### config.mk
export PLATFORM = sky130hd
export DESIGN_NAME = io_uart_hub_flat
export DESIGN_NICKNAME = d
export VERILOG_FILES = /design/src/rtl/io_uart_hub_pkg.sv /design/src/rtl/io_uart_hub_if.sv /design/src/rtl/io_uart_hub_ser.sv /design/src/rtl/io_uart_hub.sv /design/src/flat_wrapper.sv
export SDC_FILE = /design/constraint.sdc
export NUM_CORES = 1
export LEC_CHECK = 0
export CAP_MARGIN = 10
export CORE_ASPECT_RATIO = 0.7
export CORE_MARGIN = 2
export CORE_UTILIZATION = 56
export CTS_CLUSTER_SIZE = 30
export DETAILED_ROUTE_END_ITERATION = 10
export PLACE_DENSITY = 0.85
export REMOVE_ABC_BUFFERS = 1
export SLEW_MARGIN = 20
export SYNTH_ARGS = -nofsm -noshare
export SYNTH_HDL_FRONTEND = slang
export SYNTH_SLANG_ARGS = --single-unit
export TNS_END_PERCENT = 5
### constraint.sdc
create_clock -name clk -period 14.7 [get_ports clk]
set_input_delay 4.41 -clock clk [delete_from_list [all_inputs] [get_ports clk]]
set_output_delay 4.41 -clock clk [all_outputs]
set_load 0.05 [all_outputs]
### src/rtl/io_uart_hub_pkg.sv
// Shared constants and types for the IO hub: address decode bits,
// status word layout and the UART serializer state encoding.
package io_pkg;
    // One-hot word-address bits (word address = io_addr[15:2])
    localparam int IO_LEDS_BIT = 0;
    localparam int IO_UART_BIT = 1;
    localparam int IO_STAT_BIT = 2;
    localparam int IO_HALT_BIT = 3;

    // Status word layout
    localparam int ST_BUSY_BIT    = 9;
    localparam int ST_DRAINED_BIT = 10;
    localparam int ST_OVF_LSB     = 16;
    localparam int ST_CNT_LSB     = 24;

    typedef enum logic [1:0] {
        SER_IDLE  = 2'd0,
        SER_START = 2'd1,
        SER_DATA  = 2'd2,
        SER_STOP  = 2'd3
    } ser_state_e;
endpackage

### src/rtl/io_uart_hub_if.sv
// CPU-side IO bus bundle: one write strobe, address, write data and
// read data lane per CPU port.
interface io_uart_hub_if #(parameter int NPORTS = 2);
    logic [NPORTS-1:0]       io_wr;
    logic [NPORTS-1:0][31:0] io_addr;
    logic [NPORTS-1:0][31:0] io_wdata;
    logic [NPORTS-1:0][31:0] io_rdata;

    modport master (output io_wr, io_addr, io_wdata, input io_rdata);
    modport slave  (input io_wr, io_addr, io_wdata, output io_rdata);
endinterface

### src/rtl/io_uart_hub_ser.sv
// 8N1 UART serializer. Takes a byte through a valid/ready handshake and
// shifts it out LSB first; a new byte can be taken in the last STOP cycle
// so consecutive frames run without an idle gap.
module uart_serializer import io_pkg::*; #(
    parameter int DIV = 10
) (
    input  logic       clk,
    input  logic       resetn,
    input  logic       valid,
    output logic       ready,
    input  logic [7:0] data,
    output logic       tx,
    output logic       idle
);
    localparam int BW = $clog2(DIV);

    ser_state_e    state_q, state_d;
    logic [BW-1:0] baud_q, baud_d;
    logic [2:0]    bit_q, bit_d;
    logic [7:0]    shreg_q, shreg_d;
    logic          baud_end;

    assign baud_end = (baud_q == BW'(DIV - 1));

    // State register
    always_ff @(posedge clk or negedge resetn) begin
        if (!resetn) state_q <= SER_IDLE;
        else         state_q <= state_d;
    end

    // Next-state logic
    always_comb begin
        state_d = state_q;
        case (state_q)
            SER_IDLE:  if (valid) state_d = SER_START;
            SER_START: if (baud_end) state_d = SER_DATA;
            SER_DATA:  if (baud_end && bit_q == 3'd7) state_d = SER_STOP;
            SER_STOP:  if (baud_end) state_d = valid ? SER_START : SER_IDLE;
            default:   state_d = SER_IDLE;
        endcase
    end

    // Outputs: tx is decoded from state so reset forces the line high at once
    always_comb begin
        ready = (state_q == SER_IDLE) || (state_q == SER_STOP && baud_end);
        idle  = (state_q == SER_IDLE);
        case (state_q)
            SER_START: tx = 1'b0;
            SER_DATA:  tx = shreg_q[bit_q];
            default:   tx = 1'b1;
        endcase
    end

    // Baud/bit counters and shift register next values
    always_comb begin
        baud_d  = baud_end ? '0 : baud_q + BW'(1);
        bit_d   = bit_q;
        shreg_d = shreg_q;
        if (state_q == SER_IDLE) baud_d = '0;
        if (state_q == SER_DATA && baud_end) bit_d = bit_q + 3'd1;
        if (valid && ready) shreg_d = data;
    end

    // Datapath registers
    always_ff @(posedge clk or negedge resetn) begin
        if (!resetn) begin
            baud_q  <= '0;
            bit_q   <= '0;
            shreg_q <= '0;
        end else begin
            baud_q  <= baud_d;
            bit_q   <= bit_d;
            shreg_q <= shreg_d;
        end
    end
endmodule

### src/rtl/io_uart_hub.sv
// Memory-mapped IO hub: LED register, shared UART TX FIFO fed by all CPU
// ports, status readback and halt that waits for the UART to drain.
module io_uart_hub import io_pkg::*; #(
    parameter int NPORTS      = 2,
    parameter int FIFO_DEPTH  = 16,
    parameter int CLK_FREQ_HZ = 50000000,
    parameter int BAUD_RATE   = 230400
) (
    input  logic          clk,
    input  logic          resetn,
    io_uart_hub_if.slave  io,
    output logic [7:0]    leds,
    output logic          uart_tx,
    output logic          halt
);
    localparam int DIV = CLK_FREQ_HZ / BAUD_RATE;
    localparam int AW  = $clog2(FIFO_DEPTH);
    localparam int CW  = AW + 1;

    logic [7:0]    mem_q [FIFO_DEPTH];
    logic [AW-1:0] wptr_q, wptr_d, rptr_q, rptr_d;
    logic [CW-1:0] cnt_q, cnt_d;
    logic [7:0]    ovf_q, ovf_d;
    logic [7:0]    leds_q, leds_d;
    logic          halt_req_q, halt_req_d;
    logic          halt_q, halt_d;

    logic [CW-1:0]               free_slots, n_push;
    logic [NPORTS-1:0]           push_en;
    logic [NPORTS-1:0][AW-1:0]   push_idx;
    logic                        ser_ready, ser_idle, pop, drained;
    logic [7:0]                  head;
    logic [31:0]                 status;
    logic                        unused_io;

    assign free_slots = CW'(FIFO_DEPTH) - cnt_q;
    assign head       = mem_q[rptr_q];
    assign pop        = (cnt_q != '0) && ser_ready;
    assign drained    = (cnt_q == '0) && ser_idle;
    assign leds       = leds_q;
    assign halt       = halt_q;
    assign unused_io  = ^{io.io_addr, io.io_wdata};

    // Multi-port push: ports claim free slots in ascending order; the rest drop
    always_comb begin
        n_push   = '0;
        ovf_d    = ovf_q;
        push_en  = '0;
        push_idx = '0;
        for (int p = 0; p < NPORTS; p++) begin
            if (io.io_wr[p] && io.io_addr[p][2+IO_UART_BIT]) begin
                if (n_push < free_slots) begin
                    push_en[p]  = 1'b1;
                    push_idx[p] = wptr_q + n_push[AW-1:0];
                    n_push      = n_push + CW'(1);
                end else if (ovf_d != 8'hFF) begin
                    ovf_d = ovf_d + 8'd1;
                end
            end
        end
        // A pop only frees its slot from the next cycle, so free_slots uses cnt_q
        cnt_d  = cnt_q + n_push - CW'(pop);
        wptr_d = wptr_q + n_push[AW-1:0];
        rptr_d = rptr_q + AW'(pop);
    end

    // LED / halt decode; iterate high-to-low so the lowest port wins
    always_comb begin
        leds_d     = leds_q;
        halt_req_d = halt_req_q;
        for (int p = NPORTS - 1; p >= 0; p--) begin
            if (io.io_wr[p] && io.io_addr[p][2+IO_LEDS_BIT]) leds_d = io.io_wdata[p][7:0];
            if (io.io_wr[p] && io.io_addr[p][2+IO_HALT_BIT]) halt_req_d = 1'b1;
        end
        halt_d = halt_q | (halt_req_q & drained);
    end

    // Status word and per-port read mux
    always_comb begin
        status                      = '0;
        status[ST_BUSY_BIT]         = (free_slots < CW'(NPORTS));
        status[ST_DRAINED_BIT]      = drained;
        status[ST_OVF_LSB +: 8]     = ovf_q;
        status[ST_CNT_LSB +: 8]     = 8'(cnt_q);
        for (int p = 0; p < NPORTS; p++)
            io.io_rdata[p] = io.io_addr[p][2+IO_STAT_BIT] ? status : 32'd0;
    end

    // Control registers
    always_ff @(posedge clk or negedge resetn) begin
        if (!resetn) begin
            wptr_q     <= '0;
            rptr_q     <= '0;
            cnt_q      <= '0;
            ovf_q      <= '0;
            leds_q     <= '0;
            halt_req_q <= 1'b0;
            halt_q     <= 1'b0;
        end else begin
            wptr_q     <= wptr_d;
            rptr_q     <= rptr_d;
            cnt_q      <= cnt_d;
            ovf_q      <= ovf_d;
            leds_q     <= leds_d;
            halt_req_q <= halt_req_d;
            halt_q     <= halt_d;
        end
    end

    // FIFO storage; contents need no reset since cnt_q gates every read
    always_ff @(posedge clk) begin
        for (int p = 0; p < NPORTS; p++)
            if (push_en[p]) mem_q[push_idx[p]] <= io.io_wdata[p][7:0];
    end

    uart_serializer #(.DIV(DIV)) u_ser (
        .clk    (clk),
        .resetn (resetn),
        .valid  (cnt_q != '0),
        .ready  (ser_ready),
        .data   (head),
        .tx     (uart_tx),
        .idle   (ser_idle)
    );
endmodule

### src/flat_wrapper.sv
// flat-port wrapper written by rule: the top's interface ports become plain ports
module io_uart_hub_flat import io_pkg::*;
#(
    parameter int NPORTS      = 2,
    parameter int FIFO_DEPTH  = 16,
    parameter int CLK_FREQ_HZ = 50000000,
    parameter int BAUD_RATE   = 230400
)
  (clk, resetn, leds, uart_tx, halt, io_io_wr, io_io_addr, io_io_wdata, io_io_rdata);
  io_uart_hub_if #(.NPORTS(NPORTS)) io_i ();
  input  logic clk;
  input  logic resetn;
  output logic [7:0] leds;
  output logic uart_tx;
  output logic halt;
  input wire logic [$bits(io_i.io_wr)-1:0] io_io_wr;
  input wire logic [$bits(io_i.io_addr)-1:0] io_io_addr;
  input wire logic [$bits(io_i.io_wdata)-1:0] io_io_wdata;
  output wire logic [$bits(io_i.io_rdata)-1:0] io_io_rdata;
  assign io_i.io_wr = io_io_wr;
  assign io_i.io_addr = io_io_addr;
  assign io_i.io_wdata = io_io_wdata;
  assign io_io_rdata = io_i.io_rdata;
  io_uart_hub #(.NPORTS(NPORTS), .FIFO_DEPTH(FIFO_DEPTH), .CLK_FREQ_HZ(CLK_FREQ_HZ), .BAUD_RATE(BAUD_RATE)) u_core (.clk(clk), .resetn(resetn), .io(io_i), .leds(leds), .uart_tx(uart_tx), .halt(halt));
endmodule
Word-level counts from Yosys, hierarchy flattened
Memories as Yosys holds them, arrays and structs flattened. A register that Yosys moved wholly into a read port is not among the register bits.
Cells that the tools add are included.
{"block": "totals", "ff_bits": 44, "mem_bits_rw": 128, "input_bits": 132, "wordCells": 97, "memories": 1}
{"memory": "u_core.mem_q", "depth": 16, "word_bits": 8, "rd": 1, "rd_clocked_by_memory_dff": 1, "write_ports": 2, "line_no": "io_uart_hub.sv:20", "rtl": "logic [7:0] mem_q [FIFO_DEPTH];"}
{"block": "op_classes", "n_addsub": 11, "n_lt_le_gt_ge": 4, "n_eq_ne": 11, "n_mux": 39, "n_bitwise": 2, "reduce_logical": 19}
{"op": "$mux W8", "count": 10}
{"op": "$mux W29", "count": 2}
{"op": "$add A8 B1 Y8 const B", "count": 3}
{"op": "$mux W4", "count": 4}
{"op": "$ne A8 B8 Y1 const B", "count": 2}
{"op": "$mux W5", "count": 3}
{"op": "$mux W1", "count": 13}
{"op": "$logic_and A1 B1 Y1", "count": 11}
{"op": "$add A4 B4 Y4", "count": 2}
{"op": "$eq A8 B8 Y1 const B", "count": 1}
{"op": "$mux W2", "count": 4}
{"op": "$ne A2 B2 Y1 const B", "count": 4}
{"op": "$pmux W2 S4", "count": 1}
{"op": "$add A5 B1 Y5 const B", "count": 1}
{"op": "$add A5 B5 Y5", "count": 1}
{"op": "$logic_not A5 Y1", "count": 1}
{"op": "$lt A1 B5 Y1 const A", "count": 1}
{"op": "$lt A5 B2 Y1 const B", "count": 1}
{"op": "$lt A5 B5 Y1", "count": 1}
{"op": "$reduce_bool A5 Y1", "count": 1}
{"op": "$sub A5 B1 Y5", "count": 1}
{"op": "$sub A5 B5 Y5 const A", "count": 1}
{"op": "$add A4 B1 Y4", "count": 1}
{"op": "$eq A2 B2 Y1 const B", "count": 2}
{"op": "other kinds (13)", "count": 14}

Depth between registers and ports, before layout
{"block": "depth", "depth_word": 9, "depth_mapped": 22}

Cells and area by module
Synthesis repeated with hierarchy kept, for this count alone.
{"block": "unflattened", "cells_unflattened": 852, "area_unflattened_um2": 10769.1}
{"mod": "io_uart_hub", "instances": 1, "cells_each": 757, "area_per_inst_um2": 9565.4, "seq_area_each_um2": 4619.4}
{"mod": "uart_serializer", "instances": 1, "cells_each": 95, "area_per_inst_um2": 1203.7, "seq_area_each_um2": 525.5}

Least setup slack after synthesis
OpenSTA, ideal clock, no wires.
{"block": "synth_timing", "kind": "in2out", "start": "input port io_io_addr[36]", "end": "output port io_io_rdata[50]", "arrival_time_ns": 5.041, "t_required_ns": 10.290, "setup_slack_ns": 5.249, "stages": 2, "n_path_buf": 1, "cell_sequence": "clkbuf_1 > and2_1"}
{"block": "synth_between", "elab_chain_len": 1}
{"element": "start: declaration", "line_no": "flat_wrapper.sv:17", "rtl": "input wire logic [$bits(io_i.io_addr)-1:0] io_io_addr;"}
{"element": "$mux W29", "line_no": "io_uart_hub.sv:86", "rtl": "io.io_rdata[p] = io.io_addr[p][2+IO_STAT_BIT] ? status : 32'd0;"}
{"element": "end: declaration", "line_no": "flat_wrapper.sv:19", "rtl": "output wire logic [$bits(io_i.io_rdata)-1:0] io_io_rdata;"}
No other way between the ends.

Final worst setup path
{"block": "layout_timing", "start": "input port io_io_addr[4]", "end": "output port io_io_rdata[10]"}
Same word-level chain as after synthesis.

==> results.cfg <==
[pwr]
pwr_density_cell_nw_per_um2 = 144
p_int_mw = 1.11
power_mw = 1.72
comb_power_share = 0.313
ir_drop_v = 0.0000760
p_seq_frac = 0.396
p_switching_uw = 613
p_sw_frac = 0.356
leakage_nw = 4.43
p_clk_frac = 0.290

[cells_and_area]
area_growth_pct = 12.6
regArea_sq_um = 5150
diodes = 0
nets = 1003
fin_util = 0.639
fill_cells = 1340
drive_gt1_frac = 0.296
final_area_sq_um = 12000
multi_input_area_sq_um = 5080

[clock_network]
cts_tree = yes
clkLatencyLatePin_ns = 0.45
clockRootBuffer = clkbuf_16
clockBufferDepth = 2
clock_sink_count = 180
cts_hold_buf = 0
clk_pin_slew_ns = 0.07
cts_resized = 0
htree_levels = 4
post_cts_buffers = 0
tritoncts.num_buffers = 17

[sta]
fin_ws_ns = 4.04
slew-limit-headroom = 0.281
min_period_ns = 10.66
fmax_ghz = 0.0938
final-max-slew-violation-count = 0
finalHoldViolCount = 0
tns_ns = 0
tightestPinTransition_ns = 1.08
clock_skew_ns = 0.0147
setup_viol_count_final = 0
rsz0062_at_grt = false
finalCritPeriodShare = 0.725

[yosys]
yosys.area.top_type_share = 0.361
synth_edf_count = 128
yosys.cell_types.count = 67
async_flop_share = 0.289
yosysTopAreaCell = edfxtp_1
avgSynthCellArea_sq_um = 13.3
ys.warnings.count = 0
syn-instance-count = 801
ys_ff_latch = 180
synthTopCellsByArea = edfxtp_1, mux2_2, dfrtp_1
ys_seq_area_frac = 0.483
synth.cell_area_sq_um = 10600
synth-main-ff-cell = edfxtp_1

[routing]
drc = 0
via_per_inst = 6.26
dr.pass1.iters = 5
drt_wl_total_mm = 25.3
postRouteAntennaNets = 0
wire_per_inst_microns = 23.1
dr_total_vias = 6868
drtIter0Drc = 793

[placement]
gp_congestion = 0.904
place_area_sq_um = 11300
pre_cts_ws_ns = 4.07
hpwlAfterDp_mm = 16.7
io_buffer_count = 67

[worst_setup_path]
cp_data_arrival_time_ns = 6.25
critPathKind = in2out
startpoint_type = input port
critPathMaxFanout = 15
end_kind = primary output
worstPathRequired_ns = 10.29

[global_routing]
grt.overflow.total = 0
grt_pass1_vias = 6634
grt_pass1_wl_mm = 39.0
top_usage_layer = met2
global_route.usage.met2 = 0.400
grt_max_degree = 53
grtUsageTotal = 0.262
use_met1 = 0.385
grt_use_met3 = 0.0502
antenna_found_initial = 1

[floorplan]
core_sq_um = 18800
start_util = 0.567
die_y_microns = 119
io_pins = 206
die_area_sq_um = 20100
rows = 42
dieWidth_microns = 169

[outcome]
outcome = finished, final reports clean

[worst_hold_path]
hp-class = reg2reg

[flow_run]
cap_viol_max_count = 0
[path summary, 6_finish.rpt]
check,startpoint,depth (start not counted),endpoint,slack (ns)
max,io_io_addr[4],3,io_io_rdata[10],4.04
min,u_core.halt,1,u_core.halt,0.47
max reg2reg,u_core.cnt_q[0],17,u_core.mem_q[12][2],9.31
min reg2reg,u_core.halt,1,u_core.halt,0.47
max in group asynchronous,resetn,2,u_core.rptr_q[0],10.12
min in group asynchronous,resetn,2,u_core.u_ser.baud_q[2],4.09
[stage by stage]
step,hold WS [ns],cells
CTS,0.480,1098
global route,0.494,1098
detailed placement,0.465,1066
global placement,0.455,1066
floorplan,0.449,747
finish,0.472,1098
[layout by cell type (no fill, tap or decap), types with 17 or more instances in the layout]
cell	instances
mux2_2	126
conb_1	34
clkdlybuf4s50_1	66
mux2i_1	18
mux4_2	42
and2_1	31
nand2_1	33
clkbuf_16	17
inv_1	21
nor2_1	32
nor3_1	18
dfrtp_1	51
edfxtp_1	128
ha_1	26
[power groups by stage]
stage | clock (mW) | sequential [mW] | combinational [mW]
after global routing | 0.518 | 0.692 | 0.578
final | 0.500 | 0.683 | 0.540
after floorplan | 0 | 0.695 | 0.359
after global placement | 0 | 0.689 | 0.510
after detailed placement | 0 | 0.692 | 0.526
after CTS | 0.500 | 0.682 | 0.532
[cells by family (layout without fill, tap and decap cells)]
logic type,Yosys count,after routing,share of synthesized area
muxes,206,206,0.266
DFF,180,180,0.483
and+or+nand+nor,178,178,0.0938
buffers and inverters,108,130,0.0523
AOI/OAI and AO/OA,72,72,0.0455
adders and majority gates,28,28,0.0343
xor gates and xnor gates,28,28,0.0248
other,1,34,0.000352
[registers in the layout (all words and copies together) (netlist names)]
name	cells
u_core.wptr_q	4
u_core.u_ser.bit_q	3
u_core.halt	1
u_core.leds	8
u_core.u_ser.baud_q	8
u_core.cnt_q	5
u_core.halt_req_q	1
u_core.ovf_q	8
u_core.mem_q	128
u_core.u_ser.state_q	2
u_core.u_ser.shreg_q	8
u_core.rptr_q	4
[final cells by class]
cell class / instances / share of cell area
well taps: 242 / 0.0253
clock buffers: 17 / 0.0355
clock inverters: 15 / 0.0176
repair buffers: 77 / 0.0618
multi-input cells: 546 / 0.424
flip-flops and latches: 180 / 0.429
inverters: 21 / 0.00657
[synth_stat cells, types with 18 or more instances]
cell	count
mux4_2	42
edfxtp_1	128
ha_1	26
nor3_1	18
mux2_2	126
dfrtp_1	52
inv_1	21
and2_1	31
buf_4	37
clkbuf_1	40
nor2_1	32
nand2_1	33
mux2i_1	21
[routing by layer]
layer,wire length [microns],part of all wire
met1,11000,0.43
met2,11700,0.46
met3,2280,0.090
met4,345,0.014
met5,13,0.00051
[critical path, stage by stage]
cell and delay (ns):
clkdlybuf4s50_1 0.79, and3_1 0.24, clkdlybuf4s50_1 0.80
Note: power is estimated with default switching activity, not from simulation.
